### src/rtl/reg_writeback.sv
// Register-file write-back arbiter: merges a fixed-latency pipeline result stream
// with a buffered long-latency result stream into one registered write port.
module reg_writeback #(
  parameter int unsigned FIFO_DEPTH   = 2,
  parameter int unsigned STARVE_LIMIT = 3
) (
  input  logic        clk,
  input  logic        rst_n,
  input  logic        pipe_valid,
  input  logic [4:0]  pipe_rd,
  input  logic [31:0] pipe_data,
  input  logic        lsu_valid,
  output logic        lsu_ready,
  input  logic [4:0]  lsu_rd,
  input  logic [31:0] lsu_data,
  input  logic        issue_valid,
  input  logic [4:0]  issue_rd,
  output logic        RegWrite,
  output logic [4:0]  rd,
  output logic [31:0] rd_write_data,
  output logic [31:0] busy_mask,
  output logic        stall_req
);

  localparam int unsigned PTR_W  = (FIFO_DEPTH > 1) ? $clog2(FIFO_DEPTH) : 1;
  localparam int unsigned CNT_W  = PTR_W + 1;
  localparam int unsigned WAIT_W = (STARVE_LIMIT > 0) ? $clog2(STARVE_LIMIT + 1) : 1;
  localparam logic [CNT_W-1:0]  DEPTH_C = CNT_W'(FIFO_DEPTH);
  localparam logic [WAIT_W-1:0] LIMIT_C = WAIT_W'(STARVE_LIMIT);

  logic [4:0]        fifo_rd_q   [FIFO_DEPTH];
  logic [4:0]        fifo_rd_d   [FIFO_DEPTH];
  logic [31:0]       fifo_data_q [FIFO_DEPTH];
  logic [31:0]       fifo_data_d [FIFO_DEPTH];
  logic [PTR_W-1:0]  wr_ptr_q, wr_ptr_d;
  logic [PTR_W-1:0]  rd_ptr_q, rd_ptr_d;
  logic [CNT_W-1:0]  count_q, count_d;
  logic [WAIT_W-1:0] wait_cnt_q, wait_cnt_d;
  logic [31:0]       busy_q, busy_d;
  logic              reg_write_q, reg_write_d;
  logic [4:0]        rd_q, rd_d;
  logic [31:0]       data_q, data_d;

  logic              empty;
  logic              full;
  logic              push;
  logic              pop;
  logic              sel_pipe;
  logic [4:0]        head_rd;
  logic [31:0]       head_data;

  assign empty     = (count_q == '0);
  assign full      = (count_q == DEPTH_C);
  assign head_rd   = fifo_rd_q[rd_ptr_q];
  assign head_data = fifo_data_q[rd_ptr_q];

  assign lsu_ready = rst_n && !full;
  assign stall_req = rst_n && (wait_cnt_q == LIMIT_C);

  // A starving head pre-empts the pipeline; a pipeline result arriving while
  // stall_req is high is dropped rather than delayed.
  assign push     = lsu_valid && lsu_ready;
  assign pop      = !empty && (stall_req || !pipe_valid);
  assign sel_pipe = pipe_valid && !stall_req;

  always_comb begin
    fifo_rd_d   = fifo_rd_q;
    fifo_data_d = fifo_data_q;
    wr_ptr_d    = wr_ptr_q;
    rd_ptr_d    = rd_ptr_q;
    count_d     = count_q;
    if (push) begin
      fifo_rd_d[wr_ptr_q]   = lsu_rd;
      fifo_data_d[wr_ptr_q] = lsu_data;
      wr_ptr_d              = wr_ptr_q + PTR_W'(1);
    end
    if (pop) begin
      rd_ptr_d = rd_ptr_q + PTR_W'(1);
    end
    case ({push, pop})
      2'b10:   count_d = count_q + CNT_W'(1);
      2'b01:   count_d = count_q - CNT_W'(1);
      default: count_d = count_q;
    endcase
  end

  always_comb begin
    wait_cnt_d = wait_cnt_q;
    if (empty || pop) begin
      wait_cnt_d = '0;
    end else if (wait_cnt_q != LIMIT_C) begin
      wait_cnt_d = wait_cnt_q + WAIT_W'(1);
    end
  end

  always_comb begin
    reg_write_d = 1'b0;
    rd_d        = rd_q;
    data_d      = data_q;
    if (pop) begin
      reg_write_d = (head_rd != 5'd0);
      rd_d        = head_rd;
      data_d      = head_data;
    end else if (sel_pipe) begin
      reg_write_d = (pipe_rd != 5'd0);
      rd_d        = pipe_rd;
      data_d      = pipe_data;
    end
  end

  // Clear first, then set, so a new issue to the same register stays pending.
  always_comb begin
    busy_d = busy_q;
    if (pop && (head_rd != 5'd0)) begin
      busy_d[head_rd] = 1'b0;
    end
    if (issue_valid && (issue_rd != 5'd0)) begin
      busy_d[issue_rd] = 1'b1;
    end
    busy_d[0] = 1'b0;
  end

  always_ff @(posedge clk) begin
    fifo_rd_q   <= fifo_rd_d;
    fifo_data_q <= fifo_data_d;
  end

  always_ff @(posedge clk) begin
    if (!rst_n) begin
      wr_ptr_q    <= '0;
      rd_ptr_q    <= '0;
      count_q     <= '0;
      wait_cnt_q  <= '0;
      busy_q      <= '0;
      reg_write_q <= 1'b0;
      rd_q        <= '0;
      data_q      <= '0;
    end else begin
      wr_ptr_q    <= wr_ptr_d;
      rd_ptr_q    <= rd_ptr_d;
      count_q     <= count_d;
      wait_cnt_q  <= wait_cnt_d;
      busy_q      <= busy_d;
      reg_write_q <= reg_write_d;
      rd_q        <= rd_d;
      data_q      <= data_d;
    end
  end

  assign RegWrite      = reg_write_q;
  assign rd            = rd_q;
  assign rd_write_data = data_q;
  assign busy_mask     = busy_q;

endmodule

### config.mk
export PLATFORM = sky130hd
export DESIGN_NAME = reg_writeback
export DESIGN_NICKNAME = d
export VERILOG_FILES = /design/src/rtl/reg_writeback.sv
export SDC_FILE = /design/constraint.sdc
export NUM_CORES = 1
export LEC_CHECK = 0
export CAP_MARGIN = 0
export CORE_UTILIZATION = 35
export DETAILED_ROUTE_END_ITERATION = 8
export DONT_BUFFER_PORTS = 1
export PLACE_DENSITY_LB_ADDON = 0.12
export SLEW_MARGIN = 20
export SYNTH_ARGS = -nofsm -noshare
export SYNTH_HDL_FRONTEND = slang
export SYNTH_SLANG_ARGS = --single-unit
### constraint.sdc
create_clock -name clk -period 6.4 [get_ports clk]
set_input_delay 0.32 -clock clk [delete_from_list [all_inputs] [get_ports clk]]
set_output_delay 0.32 -clock clk [all_outputs]
set_load 0.03 [all_outputs]
# ---- Yosys cells after proc, flatten, opt, wreduce, memory -nomap -nowiden
# Cells that the tools add are included.
# Widths: inputs -> output; s select.
dict set report word_totals {
  register_bits 150
}
dict set report op_classes {
  n_addsub 5
  order_cmp 7
  n_eq_ne 5
  mux 25
  bitwise_logic 6
  n_reduce_logical 23
}
# operator n
set ops {}
lappend ops {{$mux 32} 8}
lappend ops {{$bwmux 64} 1}
lappend ops {{$and 32x32->32} 1}
lappend ops {{$demux 32 s1} 1}
lappend ops {{$not 32->32} 1}
lappend ops {{$or 32x32->32} 1}
lappend ops {{$mux 5} 6}
lappend ops {{$reduce_bool 5->1} 3}
lappend ops {{$lt 5x6->1 const B} 2}
lappend ops {{$bwmux 10} 1}
lappend ops {{$demux 1 s5} 2}
lappend ops {{$ge 5x1->1 const B} 2}
lappend ops {{$logic_and 1x1->1} 10}
lappend ops {{$eq 2x2->1 const B} 3}
lappend ops {{$demux 5 s1} 1}
lappend ops {{$add 2x1->2 const B} 2}
lappend ops {{$ge 2x2->1 const B} 2}
lappend ops {{$logic_not 1->1} 4}
lappend ops {{$mux 1} 4}
lappend ops {{$not 1->2} 2}
lappend ops {{$pmux 2 s2} 1}
lappend ops {{$reduce_bool 2->1} 2}
lappend ops {{$add 1x1->1 const B} 2}
lappend ops {{$eq 2x1->1 const B} 1}
lappend ops {{7 further kinds} 8}

# ---- Depth between registers and ports, before layout
# Gate-level depths: netlist of the first run.
dict set report logic_depth {
  word_depth 13
  depth_mapped 9
  mapped_depth_nobuf 7
}

# ---- Least setup slack after synthesis of the first run
# OpenSTA, ideal clock, no wires.
dict set report synth_path {
  path_type {input to register}
  from {input rst_n}
  to {register fifo_data_q[0] (netlist bit) (enable)}
  setup_ns 0.431
  arrival_ns 2.463
  required_time_ns 5.969
  path_slack_ns 3.506
  stages 4
  n_path_buf 2
  path_cell_list {buf_2 clkbuf_1 nand3_1 nor2_1}
}
dict set report synth_via {
  elab_chain_cells 2
}
# item line_no
set synth_lines {}
lappend synth_lines {{start, declared} 8} ;# input logic rst_n,
lappend synth_lines {{$logic_and 1x1->1} 57} ;# assign lsu_ready = rst_n && !full;
lappend synth_lines {{$logic_and 1x1->1} 62} ;# assign push = lsu_valid && lsu_ready;
lappend synth_lines {{end signal, assigned} 125} ;# fifo_data_q <= fifo_data_d;
lappend synth_lines {{end, declared} 33} ;# logic [31:0] fifo_data_q [FIFO_DEPTH];
# No other way between the ends.
# A chain may end at the register's enable or synchronous reset.

# ---- Worst setup path in the final report of the first run
dict set report layout_path {
  from {register count_q[1]}
  to {register fifo_rd_q[8] (netlist bit) (enable)}
}
dict set report layout_via {
  elab_chain_cells 4
}
# item line_no
set layout_lines {}
lappend layout_lines {{start, declared} 37} ;# logic [CNT_W-1:0] count_q, count_d;
lappend layout_lines {{start signal, assigned} 141} ;# count_q <= count_d;
lappend layout_lines {{$eq 2x2->1} 53} ;# assign full = (count_q == DEPTH_C);
lappend layout_lines {{$logic_not 1->1} 57}
lappend layout_lines {{$logic_and 1x1->1} 57}
lappend layout_lines {{$logic_and 1x1->1} 62}
lappend layout_lines {{end signal, assigned} 124} ;# fifo_rd_q <= fifo_rd_d;
lappend layout_lines {{end, declared} 31} ;# logic [4:0] fifo_rd_q [FIFO_DEPTH];
# No other way between the ends.

==> results.md, run 1 <==
* Outcome: completed
* RSZ-0062 raised after global routing: false
* Multi-input logic area at 0.00250 mm^2
* Initial core utilization at 35.8%
* Post-synth EDFFs at between 70 and 80
* Vias per cell at 5.64
* Worst-case clock buffer depth at 2
* H-tree Lvls at 4
* Post-route antenna net violation count at 0
* Data arrival, critical path at 2.62 ns
* GR Util All Layers at 18.0%
* CP Max Fanout at 42
* Synth area leaders: edfxtp_1, dfxtp_1, nand2_1, mux2i_1, a211o_1
* Yosys top cell area share at roughly 34%
* Clock transition at the registers of the reported paths at 0.06 ns
* Fin crit period at 2.49 ns
* Number of port buffers at 0
* Fillers at 1743
* Final HPWL DP at 11.0 mm
* Tcrit/Tclk final at 38.9%
* Area Growth Syn to Fin at 17.6%
* Placed inst area at between 0.006 and 0.007 mm^2
* Synth Instances at 571
* Commonest non-fill, non-tap cell in the layout: nand2_1
* Drt pass-1 iters at 5
* DP Cell Count at 762
* GP Congestion at 0.848
* # clock sinks at 149
* Share of cells above drive strength 1 at 9.30%
* Slowest library cell on the worst path: dfxtp_2
* Sequential fraction of the synthesis area at 57.7%
* Clock Skew at 0.00959 ns
* Worst Reg-to-Reg Cells at 4
* Worst hold slack at between 0.02 and 0.03 ns
* Core Region at 0.0180 mm^2
* Cell accounting for the most synthesized area: edfxtp_1
* Max-cap violations at 0
* FF+latch area at 0.00373 mm^2
* Asr flop ratio synth at 0%
* Cell Rows at 49
* Slew of the pin with the lowest slew margin at 0.909 ns
* Crit Path Category: reg -> reg
* Vias in the first global route at 4522
* Final setup violating endpoints at 0
* First-pass GRT wire length at 25.4 mm
* CP cell instances: nand2b_1 -> nand4_1 -> clkinv_1 -> buf_4
* Most frequent cells in the layout: nand2_1, edfxtp_1, dfxtp_1, a21oi_1
* Vias at 4689
* Post-CTS Setup Inserts at 0
* WL final at 16.7 mm
* Leak at 2.47 nW
* Root Driver: clkbuf_16
* Initial antenna violation count at 0
* Starting DRT DRC Count at 247
* Final #Nets at roughly 680
* Synthesis warning total at 0
* Syn nets at 657
* Largest net degree at the start of global routing at 84
* Max incr delay on CP at approximately 0.91 ns
* Worst Path Required at 6.53 ns
* CP Capture Type: flip-flop
* Fmax at 401 MHz
* Diodes inserted at 0
* Congestion Overflow GR at 0
* Power per cell area at 394 mW/mm^2
* Cell area after layout at between 0.007 and 0.008 mm^2
* Setup TNS at 0 ns
* Worst-skew pair later-pin latency at 0.42 ns
* CP Launch Type: flip-flop
* Final slew viol count at 0
* Fin cells at 831
* #FFs+latches synth at 149
* Hold Crit Class: in -> reg
* Hold Path Depth at 2
* DIE HEIGHT at ~140 um
* Worst slew margin at 39.4%
* DR WL/cell at approximately 20 um
* Main synth FF type: dfxtp_1
* Mapped cell area at ~0.0065 mm^2
* Cell variety after synth at 51
* CTS tree: built
* Fin. Hold Viols at 0
* CTS Buf Count at 17
* Worst vdd ir at slightly below 0.0002 V
* Synth Area per Inst at ~11 um^2
* Die area at 0.0190 mm^2
* Die W at 138 um
* Number of top-level pins at 156
* Remaining DRCs at 0
worst paths after layout:
check	from	to	slack, ns
worst max-delay path	count_q[1]	fifo_rd_q[8]	3.91
worst min-delay path	pipe_data[13]	rd_write_data[13]	0.03
worst max register to register	count_q[1]	fifo_rd_q[8]	3.91
worst min register to register	wait_cnt_q[0]	wait_cnt_q[0]	0.43
sequential cells by signal, summed over array words and instances (netlist names):
signal and cells:
RegWrite 1, wr_ptr_q 1, busy_mask 31, wait_cnt_q 2, rd 5, fifo_rd_q 10, count_q 2, fifo_data_q 64
rd_write_data 32, rd_ptr_q 1
synthesized netlist by cell type, types with 4 or more instances:
master,n
nand2_1,97
buf_6,5
clkbuf_1,22
nand4b_1,4
or4bb_1,4
a21oi_1,40
mux2i_1,35
nand4_1,34
a211o_1,37
buf_2,11
o211ai_1,34
nor3_1,37
edfxtp_1,74
dfxtp_1,75
buf_4,5
critical path, delay by kind of cell (launching register included):
family | cells | cell delay, ns
buffers and inverters | 2 | 0.87
and+or+nand+nor | 2 | 0.42
DFF | 1 | 0.91
final cells by class:
cell class | count | share of cell area [%]
inverter | 3 | 0.148
tap | 229 | 3.78
timing repair buffer | 44 | 5.93
clock inverter | 13 | 2.27
multi-input combinational | 374 | 32.9
sequential | 149 | 49.1
clock buffer | 19 | 5.84
kinds of logic after synthesis:
family | after synthesis | share of synthesized area [%]
xor+xnor | 2 | 0.272
mux | 37 | 6.13
flops | 149 | 57.7
other cells | 1 | 0.0581
simple gates | 214 | 18.6
fa+ha+maj | 2 | 0.388
buf+inv | 48 | 3.88
compound gates | 118 | 13.0
metal layers:
metal  share of wire [%]  vias up  global-route usage [%]
met5                   0        -                       0
met2                  48      163                    28.6
met3                 8.0       28                    6.07
met4                 1.9        0                    7.55
li1                    -     2217                       -
met1                  42     2281                    22.1
per-stage QoR:
stage                     setup slack [ns]  utilization [%]  power (mW)
after floorplan                       3.51                -        1.85
after global routing                  3.67             42.1        3.13
after detailed placement              3.84             36.6        1.96
after CTS                             3.81             42.1        3.02
final                                 3.91             42.1        2.99
after global placement                3.71             36.4        1.94
report_power, final:
| part | switching, mW | internal [mW] |
|---|---|---|
| Clock | 0.404 | 0.629 |
| Sequential | 0.289 | 1.12 |
| Combinational | 0.295 | 0.251 |
repair_timing:
item | in CTS | in global routing
resized for setup | 0 | 0
hold buffers | 37 | 0
hold endpoints to repair | 74 | 0
(Power assumes the default switching activity.)
==> run 2: changes to the inputs <==
==> constraint.sdc (replaced) <==
create_clock -name clk -period 2.3 [get_ports clk]
set_input_delay 0.115 -clock clk [delete_from_list [all_inputs] [get_ports clk]]
set_output_delay 0.115 -clock clk [all_outputs]
set_load 0.03 [all_outputs]
==> results.md, run 2 (synthesized netlist as in run 1, its figures left out) <==
* Area Growth Syn to Fin at 26.3%
* Root Driver: clkbuf_16
* DIE HEIGHT at 138 um (unchanged)
* Worst Path Required at 2.63 ns (-3.90 ns)
* Setup TNS at 0 ns (unchanged)
* Worst-case clock buffer depth at 2 (unchanged)
* Fin. Hold Viols at 0 (unchanged)
* Multi-input logic area at 0.00249 mm^2 (-0.20%)
* CP bufs+invs at 0 (-2)
* Worst slew margin at 50.4% (+11 points)
* Fillers at 1705 (-2.2%)
* Hold Crit Class: in -> reg
* FF+latch area at 0.00373 mm^2 (unchanged)
* CP cell instances: nor2_2 -> nor2_1 -> ha_1 -> or3_1 -> a21oi_1
* Clock transition at the registers of the reported paths at 0.06 ns (about the same)
* Data arrival, critical path at 2.31 ns (-0.31 ns)
* Initial core utilization at 35.8% (unchanged)
* Final #Nets at 734 (+8.7%)
* Most frequent cells in the layout: nand2_1, dlygate4sd3_1, edfxtp_1, dfxtp_1, a21oi_1
* CTS Buf Count at 17 (unchanged)
* Starting DRT DRC Count at 272 (+10%)
* CP Max Fanout at 19 (-55%)
* CP Capture Type: flip-flop
* GP Congestion at 0.788 (-7.1%)
* Core Region at 0.0180 mm^2 (unchanged)
* Vias at 4910 (+4.7%)
* Congestion Overflow GR at 0 (unchanged)
* Number of flip-flops under the largest register name at 64 (unchanged)
* Drt pass-1 iters at 4 (-1)
* Diodes inserted at 0 (unchanged)
* Slowest library cell on the worst path: nor2_2
* Worst vdd ir at 0.000496 V (+160%)
* Slew of the pin with the lowest slew margin at 0.741 ns (-0.168 ns)
* RSZ-0062 raised after global routing: false
* Die area at 0.0190 mm^2 (unchanged)
* First-pass GRT wire length at 25.9 mm (+1.9%)
* DR WL/cell at 19.0 um (-5.4%)
* Fin crit period at 1.98 ns (-0.508 ns)
* Commonest non-fill, non-tap cell in the layout: nand2_1
* WL final at 16.9 mm (+1.3%)
* Initial antenna violation count at 0 (unchanged)
* Cell Rows at 49 (unchanged)
* Post-route antenna net violation count at 0 (unchanged)
* Fin util at 45.2% (+3.1 points)
* Outcome: completed
* Crit Path Category: reg -> reg
* GR Util All Layers at 18.3% (+0.34 points)
* Leak at 2.73 nW (+11%)
* Power per cell area at 1040 mW/mm^2 (+160%)
* Max incr delay on CP at 0.54 ns (-0.37 ns)
* Final setup violating endpoints at 0 (unchanged)
* CTS tree: built
* Worst-skew pair later-pin latency at 0.41 ns (about the same)
* Remaining DRCs at 0 (unchanged)
* Largest net degree at the start of global routing at 68 (-19%)
* Fmax at 504 MHz (+26%)
* Clock Skew at 0.00853 ns (-0.00107 ns)
* CP Launch Type: flip-flop
* Number of top-level pins at 156 (unchanged)
* # clock sinks at 149 (unchanged)
* Die W at 138 um (unchanged)
* Vias per cell at 5.52 (-2.2%)
* Max-cap violations at 0 (unchanged)
* Tcrit/Tclk final at 86.2% (+47 points)
* Final HPWL DP at 11.0 mm (about the same)
* CP top delay family: simple AND/OR/NAND/NOR gates
* Number of port buffers at 0 (unchanged)
* Vias in the first global route at 4745 (+4.9%)
* Final slew viol count at 0 (unchanged)
* Reg with most FFs: fifo_data_q
* Share of cells above drive strength 1 at 9.83% (+0.53 points)
* H-tree Lvls at 4 (unchanged)
run 2: worst paths after layout:
| check | start | to | slack [ns] | cells after the start |
|---|---|---|---|---|
| worst max-delay path | count_q[1] | count_q[1] | 0.32 | 5 |
| worst min-delay path | pipe_rd[4] | RegWrite | 0.03 | 3 |
| worst max register to register | count_q[1] | count_q[1] | 0.32 | 5 |
| worst min register to register | wait_cnt_q[0] | wait_cnt_q[0] | 0.43 | 1 |
run 2: report_power, final:
group          total, mW  switching, mW  leakage, nW  internal (mW)
sequential          3.82          0.707         1.30           3.11
clock               2.87           1.07        0.293           1.80
combinational       1.75          0.956         1.14          0.797
run 2: worst reg2reg max path, cell delays in order, from the launching register on:
cell and delay (ns):
dfxtp_2 0.44, nor2_2 0.54, nor2_1 0.09, ha_1 0.33, or3_1 0.36, a21oi_1 0.14
run 2: cell type report:
class	count	share of cell area (%)
Clock buffer	17	5.22
Multi-Input combinational cell	374	30.6
Tap cell	229	3.52
Sequential cell	149	45.7
Clock inverter	15	2.30
Inverter	3	0.138
Timing Repair Buffer	103	12.5
run 2: per-layer routing:
| metal | part of all wire [%] | routed length [um] | GRT usage (%) | up-vias |
|---|---|---|---|---|
| met2 | 50 | 8430 | 29.5 | 170 |
| met1 | 42 | 7040 | 22.4 | 2386 |
| li1 | - | - | - | 2335 |
| met5 | 0 | 0 | 0 | - |
| met3 | 7.3 | 1240 | 6.33 | 19 |
| met4 | 1.4 | 229 | 7.13 | 0 |
run 2: timing repair:
| action | 4_1_cts | 5_1_grt |
|---|---|---|
| setup buffers | 0 | 0 |
| gates resized for setup | 0 | 0 |
| endpoints found under the hold margin | 146 | 0 |
| hold buffers | 86 | 0 |
run 2: metrics by stage:
stage | setup slack, ns | power (mW) | cells | hold WS (ns) | cell area (um^2)
after detailed placement | 0.338 | 5.50 | 772 | 0.214 | 6660
after floorplan | 0.0140 | 5.15 | 571 | 0.214 | 6450
after global placement | 0.385 | 5.46 | 772 | 0.214 | 6660
after global routing | 0.152 | 8.86 | 890 | 0.0334 | 8150
after CTS | 0.322 | 8.54 | 890 | 0.00723 | 8150
final | 0.317 | 8.45 | 890 | 0.0269 | 8150
